**src/rtl/dds_pkg.sv**
```systemverilog
// Shared types, constants and helpers for the DDS sequencer and its waveform shaper.
package dds_pkg;

  typedef enum logic {
    ST_STOP = 1'b0,
    ST_RUN  = 1'b1
  } state_t;

  typedef enum logic [1:0] {
    WAVE_SINE   = 2'd0,
    WAVE_SQUARE = 2'd1,
    WAVE_TRI    = 2'd2,
    WAVE_SAW    = 2'd3
  } wave_t;

  localparam int FREQ_W    = 20;
  localparam int ROM_AW    = 11;
  localparam int DIGIT_MAX = 5;
  localparam logic [7:0]        MIDSCALE = 8'h80;
  localparam logic [FREQ_W-1:0] FREQ_MAX = '1;

  localparam int KEY_UP    = 0;
  localparam int KEY_DOWN  = 1;
  localparam int KEY_LEFT  = 2;
  localparam int KEY_RIGHT = 3;
  localparam int KEY_ENTER = 4;

  typedef struct packed {
    logic       valid;
    wave_t      wave;
    logic [1:0] amp;
    logic [7:0] shape;
  } stage_t;

  // Decimal step table indexed by the selected digit.
  function automatic logic [FREQ_W-1:0] step_of(input logic [2:0] digit);
    case (digit)
      3'd0:    return 20'd1;
      3'd1:    return 20'd10;
      3'd2:    return 20'd100;
      3'd3:    return 20'd1000;
      3'd4:    return 20'd10000;
      3'd5:    return 20'd100000;
      default: return 20'd0;
    endcase
  endfunction

  // Attenuate around midscale; the offset term keeps the sum inside 8 bits.
  function automatic logic [7:0] scale(input logic [7:0] s, input logic [1:0] amp);
    return (s >> amp) + (MIDSCALE - (MIDSCALE >> amp));
  endfunction

endpackage

```
**src/rtl/dds_shaper.sv**
```systemverilog
// Waveform select, alignment of the computed waveforms to the sine ROM latency,
// and amplitude scaling onto the registered DAC sample.
module dds_shaper
  import dds_pkg::*;
(
  input  logic       i_clk,
  input  logic       i_rst_n,
  input  logic       i_flush,
  input  logic       i_valid,
  input  logic [8:0] i_phase_top,
  input  logic [1:0] i_wave,
  input  logic [1:0] i_amp,
  input  logic [7:0] i_rom_q,
  output logic [7:0] o_dac_value,
  output logic       o_dac_valid
);

  // Two stages match the rom_addr register plus the one-cycle ROM read.
  localparam int ALIGN = 2;

  stage_t     w_stage_in;
  stage_t     w_last;
  wave_t      w_wave_in;
  logic [7:0] w_tri;
  logic [7:0] w_sample;
  logic [7:0] r_dac_value;
  logic       r_dac_valid;

  always_comb begin
    w_wave_in        = wave_t'(i_wave);
    w_tri            = i_phase_top[7:0];
    w_stage_in       = '0;
    w_stage_in.valid = i_valid;
    w_stage_in.wave  = w_wave_in;
    w_stage_in.amp   = i_amp;
    case (w_wave_in)
      WAVE_SQUARE: w_stage_in.shape = {8{i_phase_top[8]}};
      WAVE_TRI:    w_stage_in.shape = i_phase_top[8] ? ~w_tri : w_tri;
      WAVE_SAW:    w_stage_in.shape = i_phase_top[8:1];
      default:     w_stage_in.shape = 8'h00;
    endcase
  end

  for (genvar gi = 0; gi < ALIGN; gi++) begin : g_align
    stage_t w_prev;
    stage_t r_q;
    if (gi == 0) begin : g_first
      assign w_prev = w_stage_in;
    end else begin : g_rest
      assign w_prev = g_align[gi-1].r_q;
    end
    always_ff @(posedge i_clk or negedge i_rst_n) begin
      if (!i_rst_n)     r_q <= '0;
      else if (i_flush) r_q <= '0;
      else              r_q <= w_prev;
    end
  end

  assign w_last = g_align[ALIGN-1].r_q;

  always_comb begin
    w_sample = (w_last.wave == WAVE_SINE) ? i_rom_q : w_last.shape;
  end

  always_ff @(posedge i_clk or negedge i_rst_n) begin
    if (!i_rst_n) begin
      r_dac_value <= MIDSCALE;
      r_dac_valid <= 1'b0;
    end else if (i_flush) begin
      r_dac_value <= MIDSCALE;
      r_dac_valid <= 1'b0;
    end else begin
      r_dac_valid <= w_last.valid;
      if (w_last.valid) r_dac_value <= scale(w_sample, w_last.amp);
    end
  end

  assign o_dac_value = r_dac_value;
  assign o_dac_valid = r_dac_valid;

endmodule

```
**src/rtl/dds_sequencer.sv**
```systemverilog
// DDS tone sequencer: sample tick, STOP/RUN control, phase accumulator,
// key-driven tuning word editing and the sine ROM address.
module dds_sequencer
  import dds_pkg::*;
#(
  parameter int SAMPLE_DIV = 500,
  parameter int PHASE_W    = 24,
  parameter int FREQ_RESET = 168
) (
  input  logic              i_clk,
  input  logic              i_rst_n,
  input  logic [4:0]        i_key_pulse,
  input  logic [1:0]        i_wave_sel,
  input  logic [1:0]        i_amp_shift,
  input  logic [7:0]        i_rom_q,
  output logic [ROM_AW-1:0] o_rom_addr,
  output logic [7:0]        o_dac_value,
  output logic              o_dac_valid,
  output logic [FREQ_W-1:0] o_freq_word,
  output logic [2:0]        o_digit_sel,
  output logic              o_running
);

  localparam int CNT_W = (SAMPLE_DIV > 1) ? $clog2(SAMPLE_DIV) : 1;
  localparam logic [CNT_W-1:0] CNT_LAST = CNT_W'(SAMPLE_DIV - 1);

  state_t              r_state, w_state_next;
  logic [CNT_W-1:0]    r_tick_cnt;
  logic                w_tick, w_sample, w_stop_now;
  logic                w_enter, w_up, w_down, w_left, w_right;
  logic [PHASE_W-1:0]  r_phase;
  logic                r_phase_valid;
  logic [1:0]          r_wave, r_amp;
  logic [FREQ_W-1:0]   r_freq_word, w_step, w_freq_dn;
  logic [FREQ_W:0]     w_freq_sum;
  logic [2:0]          r_digit_sel;
  logic [ROM_AW-1:0]   r_rom_addr;

  // Only the highest-priority key acts: enter > up > down > left > right.
  always_comb begin
    w_enter = i_key_pulse[KEY_ENTER];
    w_up    = i_key_pulse[KEY_UP] & ~w_enter;
    w_down  = i_key_pulse[KEY_DOWN] & ~w_enter & ~i_key_pulse[KEY_UP];
    w_left  = i_key_pulse[KEY_LEFT] & ~w_enter & ~i_key_pulse[KEY_UP] & ~i_key_pulse[KEY_DOWN];
    w_right = i_key_pulse[KEY_RIGHT] & ~w_enter & ~i_key_pulse[KEY_UP] & ~i_key_pulse[KEY_DOWN]
              & ~i_key_pulse[KEY_LEFT];
  end

  always_comb begin
    w_state_next = r_state;
    case (r_state)
      ST_STOP: if (w_enter) w_state_next = ST_RUN;
      ST_RUN:  if (w_enter) w_state_next = ST_STOP;
      default: w_state_next = ST_STOP;
    endcase
  end

  always_ff @(posedge i_clk or negedge i_rst_n) begin
    if (!i_rst_n) r_state <= ST_STOP;
    else          r_state <= w_state_next;
  end

  // A tick coincident with enter is judged against the state being entered.
  assign w_tick     = (r_tick_cnt == CNT_LAST);
  assign w_sample   = w_tick && (w_state_next == ST_RUN);
  assign w_stop_now = (r_state == ST_RUN) && (w_state_next == ST_STOP);

  always_ff @(posedge i_clk or negedge i_rst_n) begin
    if (!i_rst_n) r_tick_cnt <= '0;
    else          r_tick_cnt <= w_tick ? '0 : r_tick_cnt + 1'b1;
  end

  always_ff @(posedge i_clk or negedge i_rst_n) begin
    if (!i_rst_n) begin
      r_phase       <= '0;
      r_phase_valid <= 1'b0;
      r_wave        <= '0;
      r_amp         <= '0;
    end else begin
      r_phase_valid <= w_sample;
      if (w_stop_now) begin
        r_phase <= '0;
      end else if (w_sample) begin
        r_phase <= r_phase + PHASE_W'(r_freq_word);
        r_wave  <= i_wave_sel;
        r_amp   <= i_amp_shift;
      end
    end
  end

  always_ff @(posedge i_clk or negedge i_rst_n) begin
    if (!i_rst_n)           r_rom_addr <= '0;
    else if (r_phase_valid) r_rom_addr <= r_phase[PHASE_W-1 -: ROM_AW];
  end

  always_comb begin
    w_step     = step_of(r_digit_sel);
    w_freq_sum = {1'b0, r_freq_word} + {1'b0, w_step};
    w_freq_dn  = (r_freq_word >= w_step) ? (r_freq_word - w_step) : '0;
  end

  always_ff @(posedge i_clk or negedge i_rst_n) begin
    if (!i_rst_n) begin
      r_freq_word <= FREQ_W'(FREQ_RESET);
      r_digit_sel <= '0;
    end else if (w_up) begin
      r_freq_word <= w_freq_sum[FREQ_W] ? FREQ_MAX : w_freq_sum[FREQ_W-1:0];
    end else if (w_down) begin
      r_freq_word <= w_freq_dn;
    end else if (w_left) begin
      r_digit_sel <= (r_digit_sel == '0) ? 3'(DIGIT_MAX) : r_digit_sel - 1'b1;
    end else if (w_right) begin
      r_digit_sel <= (r_digit_sel == 3'(DIGIT_MAX)) ? '0 : r_digit_sel + 1'b1;
    end
  end

  dds_shaper u_shaper (
    .i_clk       (i_clk),
    .i_rst_n     (i_rst_n),
    .i_flush     (w_stop_now),
    .i_valid     (r_phase_valid),
    .i_phase_top (r_phase[PHASE_W-1 -: 9]),
    .i_wave      (r_wave),
    .i_amp       (r_amp),
    .i_rom_q     (i_rom_q),
    .o_dac_value (o_dac_value),
    .o_dac_valid (o_dac_valid)
  );

  assign o_rom_addr  = r_rom_addr;
  assign o_freq_word = r_freq_word;
  assign o_digit_sel = r_digit_sel;
  assign o_running   = (r_state == ST_RUN);

endmodule

```
**config.mk**
```make
export PLATFORM = sky130hd
export DESIGN_NAME = dds_sequencer
export DESIGN_NICKNAME = d
export VERILOG_FILES = /design/src/rtl/dds_pkg.sv /design/src/rtl/dds_shaper.sv /design/src/rtl/dds_sequencer.sv
export SDC_FILE = /design/constraint.sdc
export NUM_CORES = 1
export LEC_CHECK = 0
export CAP_MARGIN = 0
export CORE_MARGIN = 4
export CORE_UTILIZATION = 50
export CTS_CLUSTER_DIAMETER = 100
export DETAILED_ROUTE_END_ITERATION = 8
export MAX_ROUTING_LAYER = met4
export PLACE_DENSITY = 0.79
export SLEW_MARGIN = 40
export SYNTH_ARGS = -nofsm -noshare
export SYNTH_HDL_FRONTEND = slang
export SYNTH_SLANG_ARGS = --single-unit
```
**constraint.sdc**
```tcl
create_clock -name i_clk -period 10.26 [get_ports i_clk]
set_clock_uncertainty 0.15 [all_clocks]
set_input_delay 1.026 -clock i_clk [delete_from_list [all_inputs] [get_ports i_clk]]
set_output_delay 1.026 -clock i_clk [all_outputs]
set_load 0.02 [all_outputs]
```
==> results of run 1 <==
-- cell usage after synthesis (11+ instances only) --
master    count  area, sq um
a21o_1       17          128
a21oi_1      58          290
a31oi_1      16          100
clkbuf_1     26         97.6
dfrtp_1     104         2600
ha_1         62          776
inv_1        42          158
mux2_2       17          191
mux2i_1      17          170
nand2_1      74          278
nand2b_1     15         93.8
nand3_1      15         75.1
nor2_1       58          218
nor2b_1      29          181
nor3_1       16         80.1
o21ai_0      41          205
o31ai_1      11         82.6
xnor2_1      16          140
xor2_1       23          201
-- registers in the layout, indices dropped and copies added, names as in the netlist --
| signal | cells |
|---|---|
| r_wave | 2 |
| o_freq_word | 20 |
| r_amp | 2 |
| u_shaper.o_dac_valid | 1 |
| o_rom_addr | 11 |
| u_shaper.o_dac_value | 8 |
| o_digit_sel | 3 |
| o_running | 1 |
| u_shaper.g_align.r_q | 26 |
| r_tick_cnt | 9 |
| r_phase | 24 |
| r_phase_valid | 1 |
-- cell type report --
cell class	count	area share (%)
multi-input cells	644	52.9
flip-flops and latches	108	31.2
repair buffers	67	7.69
well taps	188	2.71
clock buffers	9	2.59
inverters	43	1.89
clock inverters	7	1.05
-- per-stage QoR --
stage,cells,setup WS (ps)
after CTS,1065,6170
after detailed placement,1049,6210
final,1066,6070
after global routing,1066,5860
after global placement,1049,6240
after floorplan,840,6590
-- power by group --
group          switching [mW]  total, mW  internal, mW
sequential              0.172      0.689         0.518
clock                   0.178      0.355         0.177
combinational            1.08       1.85         0.767
total                    1.43       2.89          1.46
-- metal layers --
layer,global-route usage (%),vias to the layer above
met1,30.2,3055
met3,3.09,21
met4,5.60,0
met5,-,-
met2,34.5,166
li1,-,3103
-- cell families (layout without fill, tap and decap cells) --
logic type / count (synthesis) / in the layout / share of synthesized area [%]
compound gates: 247 / 247 / 22.5
xor+xnor: 39 / 39 / 4.43
fa+ha+maj: 65 / 65 / 10.9
buf+inv: 88 / 126 / 5.31
flops: 108 / 108 / 35.2
mux: 34 / 34 / 4.69
simple gates: 259 / 259 / 17.1
-- final timing paths --
kind / endpoint / start
max in group asynchronous: o_freq_word[11] / i_rst_n
worst min register to register: r_tick_cnt[0] / r_tick_cnt[0]
worst min-delay path: r_tick_cnt[0] / r_tick_cnt[0]
worst max-delay path: o_freq_word[6] / o_digit_sel[0]
min in group asynchronous: u_shaper.g_align[0].r_q[6] / i_rst_n
worst max register to register: o_freq_word[6] / o_digit_sel[0]
==> impl_metrics.toml, run 1 <==
[yosys]
netlist_area_sq_um = 7700
synthesis.nets = 924
yosysWarningCount = 0
synth_async_sr_flop_share_pct = 100
yosysUniqueCellTypes = 88
ys.flop_type = "dfrtp_1"
ys_seq_elements = 108
avgSynthCellArea_sq_um = 9.17
syn_inst = 840
synth_edf_count = 0
ys_seq_area_share_pct = 35.2

[floorplanning]
ios = 63
fp.dieH_microns = 132
die_area_sq_um = 17500
die-width_microns = 132
initial_core_util_pct = 50.9
row_count = 45
core-area_sq_um = 15100

[global_route]
grt_usage_pct = 22.0
antenna_found_initial = 0
grt_max_degree = 58
grt_pass1_vias = 6035
grt_overflow = 0
grt_pass1_wl_microns = 30800

[routing]
wl_per_cell_microns = 17.3
ant_nets = 0
vias_per_cell = 5.95
wl_met1_microns = 8750
drc = 0
wl_met2_microns = 8630
drtIter0Drc = 503
firstDrtPassIters = 5
wl_microns = 18400
vias = 6345
top_layer_used = "met4"
wl_met3_microns = 736

[worst_hold_path]
hold_path.class = "flip-flop to flip-flop"
hold_depth = 1

[layout]
ff_latch_area_sq_um = 2710
final_cell_mix = "dfrtp_1 (104), nand2_1 (74), ha_1 (61), clkdlybuf4s50_1 (61), nor2_1 (58)"
multi_input_area_sq_um = 4600
finalInstanceArea_sq_um = 8690
nFillCells = 1323
nNetsFinal = 957
layout_commonest_cell = "dfrtp_1"
drive_above_1_share_pct = 8.54
diodes = 0
utilization_pct = 57.4
area_growth_pct = 12.8

[placement]
post_dp_cell_area_sq_um = 8350
place.detailed.hpwl_microns = 13700
place.gp.congestion = 0.948
io_buffers = 62

[sta]
holdWs_ps = 313
fin_crit_ps = 4190
fmax_mhz = 239
final-setup-viol-count = 0
rsz0062_at_grt = "no"
finalCritPeriodShare_pct = 40.9
slew-limit-headroom_pct = 47.4
setup_tns_ps = 0
slew_violations = 0
hold_viol = 0
tightest_slew_ps = 779

[worst_setup_path]
cp-start-kind = "flip-flop"
critPathBufInv = 0
reg2reg_slack_ps = 6070
critical_path.slowest_cell = "dfrtp_1"
cpLargestDelayFamily = "simple AND/OR/NAND/NOR gates"
path_class = "flip-flop to flip-flop"
worstPathRequired_ps = 10360
ff2ff_path_depth = 12
worstPathCellList = "and2_1 -> ha_1 -> and3_1 -> o21ai_0 -> ha_1 -> a21oi_1 -> or2_2 -> a311oi_2 -> o21ai_1 -> nand4_2 -> nand2_1 -> o22a_1"
max_stage_delay_ps = 630
path_depth = 12
path_max_fanout = 13
critPathCaptureType = "flip-flop"
arrival_ps = 4290
cpMostUsedCell = "ha_1"

[outcome]
status = "completed"

[cts]
post_cts_buffers = 0
cts-root-buf = "clkbuf_16"
cts_resized = 0
path_clk_slew_ps = 80
h-tree-depth = 3
numCtsBuffers = 9
holdBufCountCts = 0
clockBufferDepth = 2
tritoncts = "yes"
clock_latency_ps = 360
cts_sinks = 108

[power_and_ir_drop]
power_mw = 2.89
leakagePower_nw = 3.88
power.density_nw_per_um2 = 332
peakVddDrop_mv = 0.139

[job]
cap_violations = 0
Note: power is estimated with default switching activity, not from simulation.
==> inputs of run 2 (changes only) <==
==> constraint.sdc (replaced) <==
create_clock -name i_clk -period 3.9 [get_ports i_clk]
set_clock_uncertainty 0.15 [all_clocks]
set_input_delay 0.39 -clock i_clk [delete_from_list [all_inputs] [get_ports i_clk]]
set_output_delay 0.39 -clock i_clk [all_outputs]
set_load 0.02 [all_outputs]
==> impl_metrics.toml, run 2 (synthesis gave the netlist of run 1 again) <==
[placement]
place.gp.congestion = 0.935
io_buffers = 62
placedCellCount = 1061
place.detailed.hpwl_microns = 13700
dp_slack_ps = 130
post_dp_cell_area_sq_um = 8440

[routing]
wl_microns = 18200
ant_nets = 0
drc = 0
drtIter0Drc = 502
vias = 6348
wl_per_cell_microns = 16.9
vias_per_cell = 5.89
firstDrtPassIters = 5

[cts]
path_clk_slew_ps = 80
cts_sinks = 108
numCtsBuffers = 9
h-tree-depth = 3
cts-root-buf = "clkbuf_16"
clockBufferDepth = 2
clock_latency_ps = 360
tritoncts = "yes"

[worst_setup_path]
path_class = "flip-flop to flip-flop"
critical_path.slowest_cell = "dfrtp_1"
cp-start-kind = "flip-flop"
arrival_ps = 3830
path_max_fanout = 13
max_stage_delay_ps = 470
worstPathCellList = "and2_1 -> ha_1 -> and3_1 -> o21ai_0 -> ha_1 -> a21oi_1 -> o21ai_0 -> a21o_2 -> o211ai_2 -> a21o_2 -> o21ai_0 -> a221o_1"
critPathBufInv = 0
critPathCaptureType = "flip-flop"
worstPathRequired_ps = 4000
cpMostUsedCell = "o21ai_0"
cpLargestDelayFamily = "compound AO/OA/AOI/OAI gates"

[layout]
drive_above_1_share_pct = 9.89
nNetsFinal = 969
fin_cells = 1078
diodes = 0
nFillCells = 1291
layout_commonest_cell = "dfrtp_1"
final_cell_mix = "dfrtp_1 (104), nand2_1 (73), ha_1 (61), clkdlybuf4s50_1 (61), nor2_1 (58)"
regMostFlops = "u_shaper.g_align.r_q"
utilization_pct = 58.0
area_growth_pct = 14.0
largest_reg_flops = 26
finalInstanceArea_sq_um = 8780

[sta]
setup_tns_ps = 0
slew_violations = 0
holdWs_ps = 304
fmax_mhz = 267
hold_viol = 0
tightest_slew_ps = 802
slew-limit-headroom_pct = 46.4
final-setup-viol-count = 0
fin_crit_ps = 3740
finalCritPeriodShare_pct = 95.9
finalWorstSetupSlack_ps = 161
rsz0062_at_grt = "no"

[global_route]
grt_pass1_wl_microns = 30700
grt_usage_pct = 21.8
grt_overflow = 0
antenna_found_initial = 0
grt_max_degree = 67
grt_pass1_vias = 6197

[worst_hold_path]
hold_path.class = "flip-flop to flip-flop"

[floorplanning]
ios = 63
row_count = 45
fp.dieH_microns = 132
core-area_sq_um = 15100
initial_core_util_pct = 50.9
die_area_sq_um = 17500
die-width_microns = 132

[power_and_ir_drop]
peakVddDrop_mv = 0.390
leakagePower_nw = 3.92
power_mw = 7.67
power.density_nw_per_um2 = 874

[job]
cap_violations = 0

[outcome]
status = "completed"
[run 2: repair_timing]
| item | in CTS | in global routing |
|---|---|---|
| hold buffers | 0 | 1 |
| buffers inserted | 0 | 0 |
| setup endpoints to repair | 0 | 11 |
| gates resized for setup | 0 | 4 |
| endpoints found under the hold margin | 0 | 62 |
[run 2: report_power, final]
part           total, mW  leakage (nW)  internal [mW]  switching [mW]
logic               4.97          2.37           2.08            2.89
clock network      0.933         0.152          0.462           0.471
registers           1.77          1.39           1.36           0.407
[run 2: final cells by class]
cell class / count / area, sq um / area share [%]
tap: 188 / 235 / 2.68
multi-input combinational: 644 / 4600 / 52.5
timing repair buffer: 79 / 752 / 8.57
clock inverter: 7 / 88.8 / 1.01
clock buffer: 9 / 225 / 2.57
sequential: 108 / 2710 / 30.8
inverter: 43 / 164 / 1.87
[run 2: worst paths after layout]
check / from / end / slack [ps] / cells after the start
max: o_digit_sel[0] / o_freq_word[19] / 160 / 12
min: r_tick_cnt[0] / r_tick_cnt[0] / 300 / 1
max reg2reg: o_digit_sel[0] / o_freq_word[19] / 160 / 12
min reg2reg: r_tick_cnt[0] / r_tick_cnt[0] / 300 / 1
max in group asynchronous: i_rst_n / o_freq_word[3] / 2400 / 3
min in group asynchronous: i_rst_n / u_shaper.g_align[0].r_q[8] / 430 / 2
[run 2: metal layers]
metal,up-vias,global-route usage (%),share of wire [%]
li1,3132,-,-
met1,3034,29.1,47
met2,152,34.2,46
met3,30,4.31,4.7
met4,0,5.66,2.0
met5,-,-,0
[run 2: worst reg2reg max path: stages (launching register included)]
cell	delay, ps
dfrtp_1	470
and2_1	200
ha_1	220
and3_1	200
o21ai_0	300
ha_1	400
a21oi_1	200
o21ai_0	130
a21o_2	240
o211ai_2	250
a21o_2	330
o21ai_0	150
a221o_1	390
==> inputs of run 3 (changes only) <==
--- a/config.mk
+++ b/config.mk
@@ -7,11 +7,11 @@
 export LEC_CHECK = 0
 export CAP_MARGIN = 0
 export CORE_MARGIN = 4
-export CORE_UTILIZATION = 50
+export CORE_UTILIZATION = 45
 export CTS_CLUSTER_DIAMETER = 100
 export DETAILED_ROUTE_END_ITERATION = 8
 export MAX_ROUTING_LAYER = met4
-export PLACE_DENSITY = 0.79
+export PLACE_DENSITY = 0.73
 export SLEW_MARGIN = 40
 export SYNTH_ARGS = -nofsm -noshare
 export SYNTH_HDL_FRONTEND = slang
==> constraint.sdc (replaced) <==
create_clock -name i_clk -period 4.4 [get_ports i_clk]
set_clock_uncertainty 0.15 [all_clocks]
set_input_delay 0.44 -clock i_clk [delete_from_list [all_inputs] [get_ports i_clk]]
set_output_delay 0.44 -clock i_clk [all_outputs]
set_load 0.02 [all_outputs]
==> impl_metrics.toml, run 3 (synthesis gave the netlist of run 1 again) <==
[floorplanning]
die_area_sq_um = 19300
die-width_microns = 139
initial_core_util_pct = 46.1
core-area_sq_um = 16700
ios = 63
fp.dieH_microns = 139
row_count = 47

[outcome]
status = "completed"

[global_route]
antenna_found_initial = 0
use_met1_pct = 27.6
grt_max_degree = 44
grt_use_met3_pct = 3.55
met2_usage_pct = 31.3
grt_pass1_vias = 6122
grt_pass1_wl_microns = 31500
busiest_layer = "met2"
grt_usage_pct = 20.2
grt_overflow = 0

[layout]
nFillCells = 1573
layout_commonest_cell = "dfrtp_1"
area_growth_pct = 13.3
ff_latch_area_sq_um = 2710
nNetsFinal = 961
diodes = 0
drive_above_1_share_pct = 8.96
final_cell_mix = "dfrtp_1 (104), nand2_1 (74), ha_1 (61), clkdlybuf4s50_1 (61)"
largest_reg_flops = 26
multi_input_area_sq_um = 4590
regMostFlops = "u_shaper.g_align.r_q"

[power_and_ir_drop]
power.density_nw_per_um2 = 777
power.net_switching_mw = 3.36
p_seq_share_pct = 23.6
p_int_mw = 3.42
swShare_pct = 49.5
peakVddDrop_mv = 0.367
combPwrFrac_pct = 64.4
leakagePower_nw = 3.88
clockPowerShare_pct = 12.0

[routing]
vias_per_cell = 5.78
ant_nets = 0
vias = 6370
drtIter0Drc = 554
wl_per_cell_microns = 17.2
wl_microns = 19000
drc = 0
firstDrtPassIters = 5

[sta]
fmax_mhz = 250
slew_violations = 0
setup_tns_ps = 0
rsz0062_at_grt = "no"
finalCritPeriodShare_pct = 90.9
tightest_slew_ps = 750
fin_crit_ps = 4000
hold_viol = 0
slew-limit-headroom_pct = 50.0
holdWs_ps = 312
final-setup-viol-count = 0

[worst_setup_path]
path_max_fanout = 13
cp-start-kind = "flip-flop"
max_stage_delay_ps = 530
worstPathRequired_ps = 4500
critPathCaptureType = "flip-flop"
cpMostUsedCell = "o21ai_0"
arrival_ps = 4090
path_class = "flip-flop to flip-flop"
critical_path.slowest_cell = "dfrtp_1"
worstPathCellList = "and2_1 -> ha_1 -> and3_1 -> o21ai_0 -> ha_1 -> a21oi_1 -> o21ai_0 -> a21o_2 -> o211ai_2 -> a21o_1 -> o21ai_0 -> a221o_1"

[cts]
clockBufferDepth = 2
path_clk_slew_ps = 80
post_cts_buffers = 0
cts_sinks = 108
holdBufCountCts = 1
h-tree-depth = 3
tritoncts = "yes"
cts_resized = 0
numCtsBuffers = 9
clock_latency_ps = 360
cts-root-buf = "clkbuf_16"

[worst_hold_path]
hold_path.class = "flip-flop to flip-flop"

[placement]
io_buffers = 62
place.gp.congestion = 0.898
place.detailed.hpwl_microns = 14100

[job]
cap_violations = 0
==> run 3: changes by cell type in the layout (fill, tap and decap cells not counted), sizes merged <==
cell	previous run	this run
buf	17	9
clkinv	4	2
clkinvlp	0	1
inv	46	47
==> run 3: power by group through the flow <==
| stage | registers [mW] | clock network [mW] | logic [mW] |
|---|---|---|---|
| floorplan | 1.56 | 0 | 3.26 |
| global placement | 1.62 | 0 | 4.24 |
| detailed placement | 1.62 | 0 | 4.27 |
| CTS | 1.60 | 0.840 | 4.31 |
| global route | 1.64 | 0.882 | 4.83 |
| finish | 1.60 | 0.814 | 4.37 |
==> run 3: final cells by class <==
type                    count  share of cell area [%]
multi-input cells         644                    52.6
inverters                  43                    1.88
clock buffers               9                    2.58
flip-flops and latches    108                    31.0
repair buffers             71                    7.88
clock inverters             7                   0.860
well taps                 220                    3.15
==> run 3: metrics by stage <==
stage	setup WS, ps	std cells	total power [mW]	util [%]	cell area (sq um)
global route	135	1102	7.35	52.3	8730
global placement	597	1085	5.86	50.4	8420
detailed placement	458	1085	5.90	50.4	8420
finish	402	1102	6.78	52.3	8730
CTS	431	1102	6.75	52.3	8730
floorplan	733	840	4.81	-	7700
==> run 3: worst paths after layout <==
check                                                 from                    endpoint  slack (ps)  cells after the start
worst min register to register  u_shaper.g_align[0].r_q[8]  u_shaper.g_align[1].r_q[8]         310                      1
worst max-delay path                        o_digit_sel[0]             o_freq_word[19]         400                     12
worst max register to register              o_digit_sel[0]             o_freq_word[19]         400                     12
min in group asynchronous                          i_rst_n             o_freq_word[16]         440                      2
worst min-delay path            u_shaper.g_align[0].r_q[8]  u_shaper.g_align[1].r_q[8]         310                      1
max in group asynchronous                          i_rst_n  u_shaper.g_align[0].r_q[5]        2730                      3
==> run 3: metal layers <==
| metal | wire [microns] | vias up | part of all wire [%] |
|---|---|---|---|
| met5 | 0 | - | 0 |
| li1 | - | 3118 | - |
| met3 | 812 | 24 | 4.3 |
| met2 | 8880 | 192 | 47 |
| met4 | 363 | 0 | 1.9 |
| met1 | 8940 | 3036 | 47 |
==> run 3: worst max-delay path, delay by kind of cell, from the launching register on <==
kind,cells,cell delay [ps]
simple gates,2,450
fa+ha+maj,2,610
compound gates,8,2130
flops,1,530
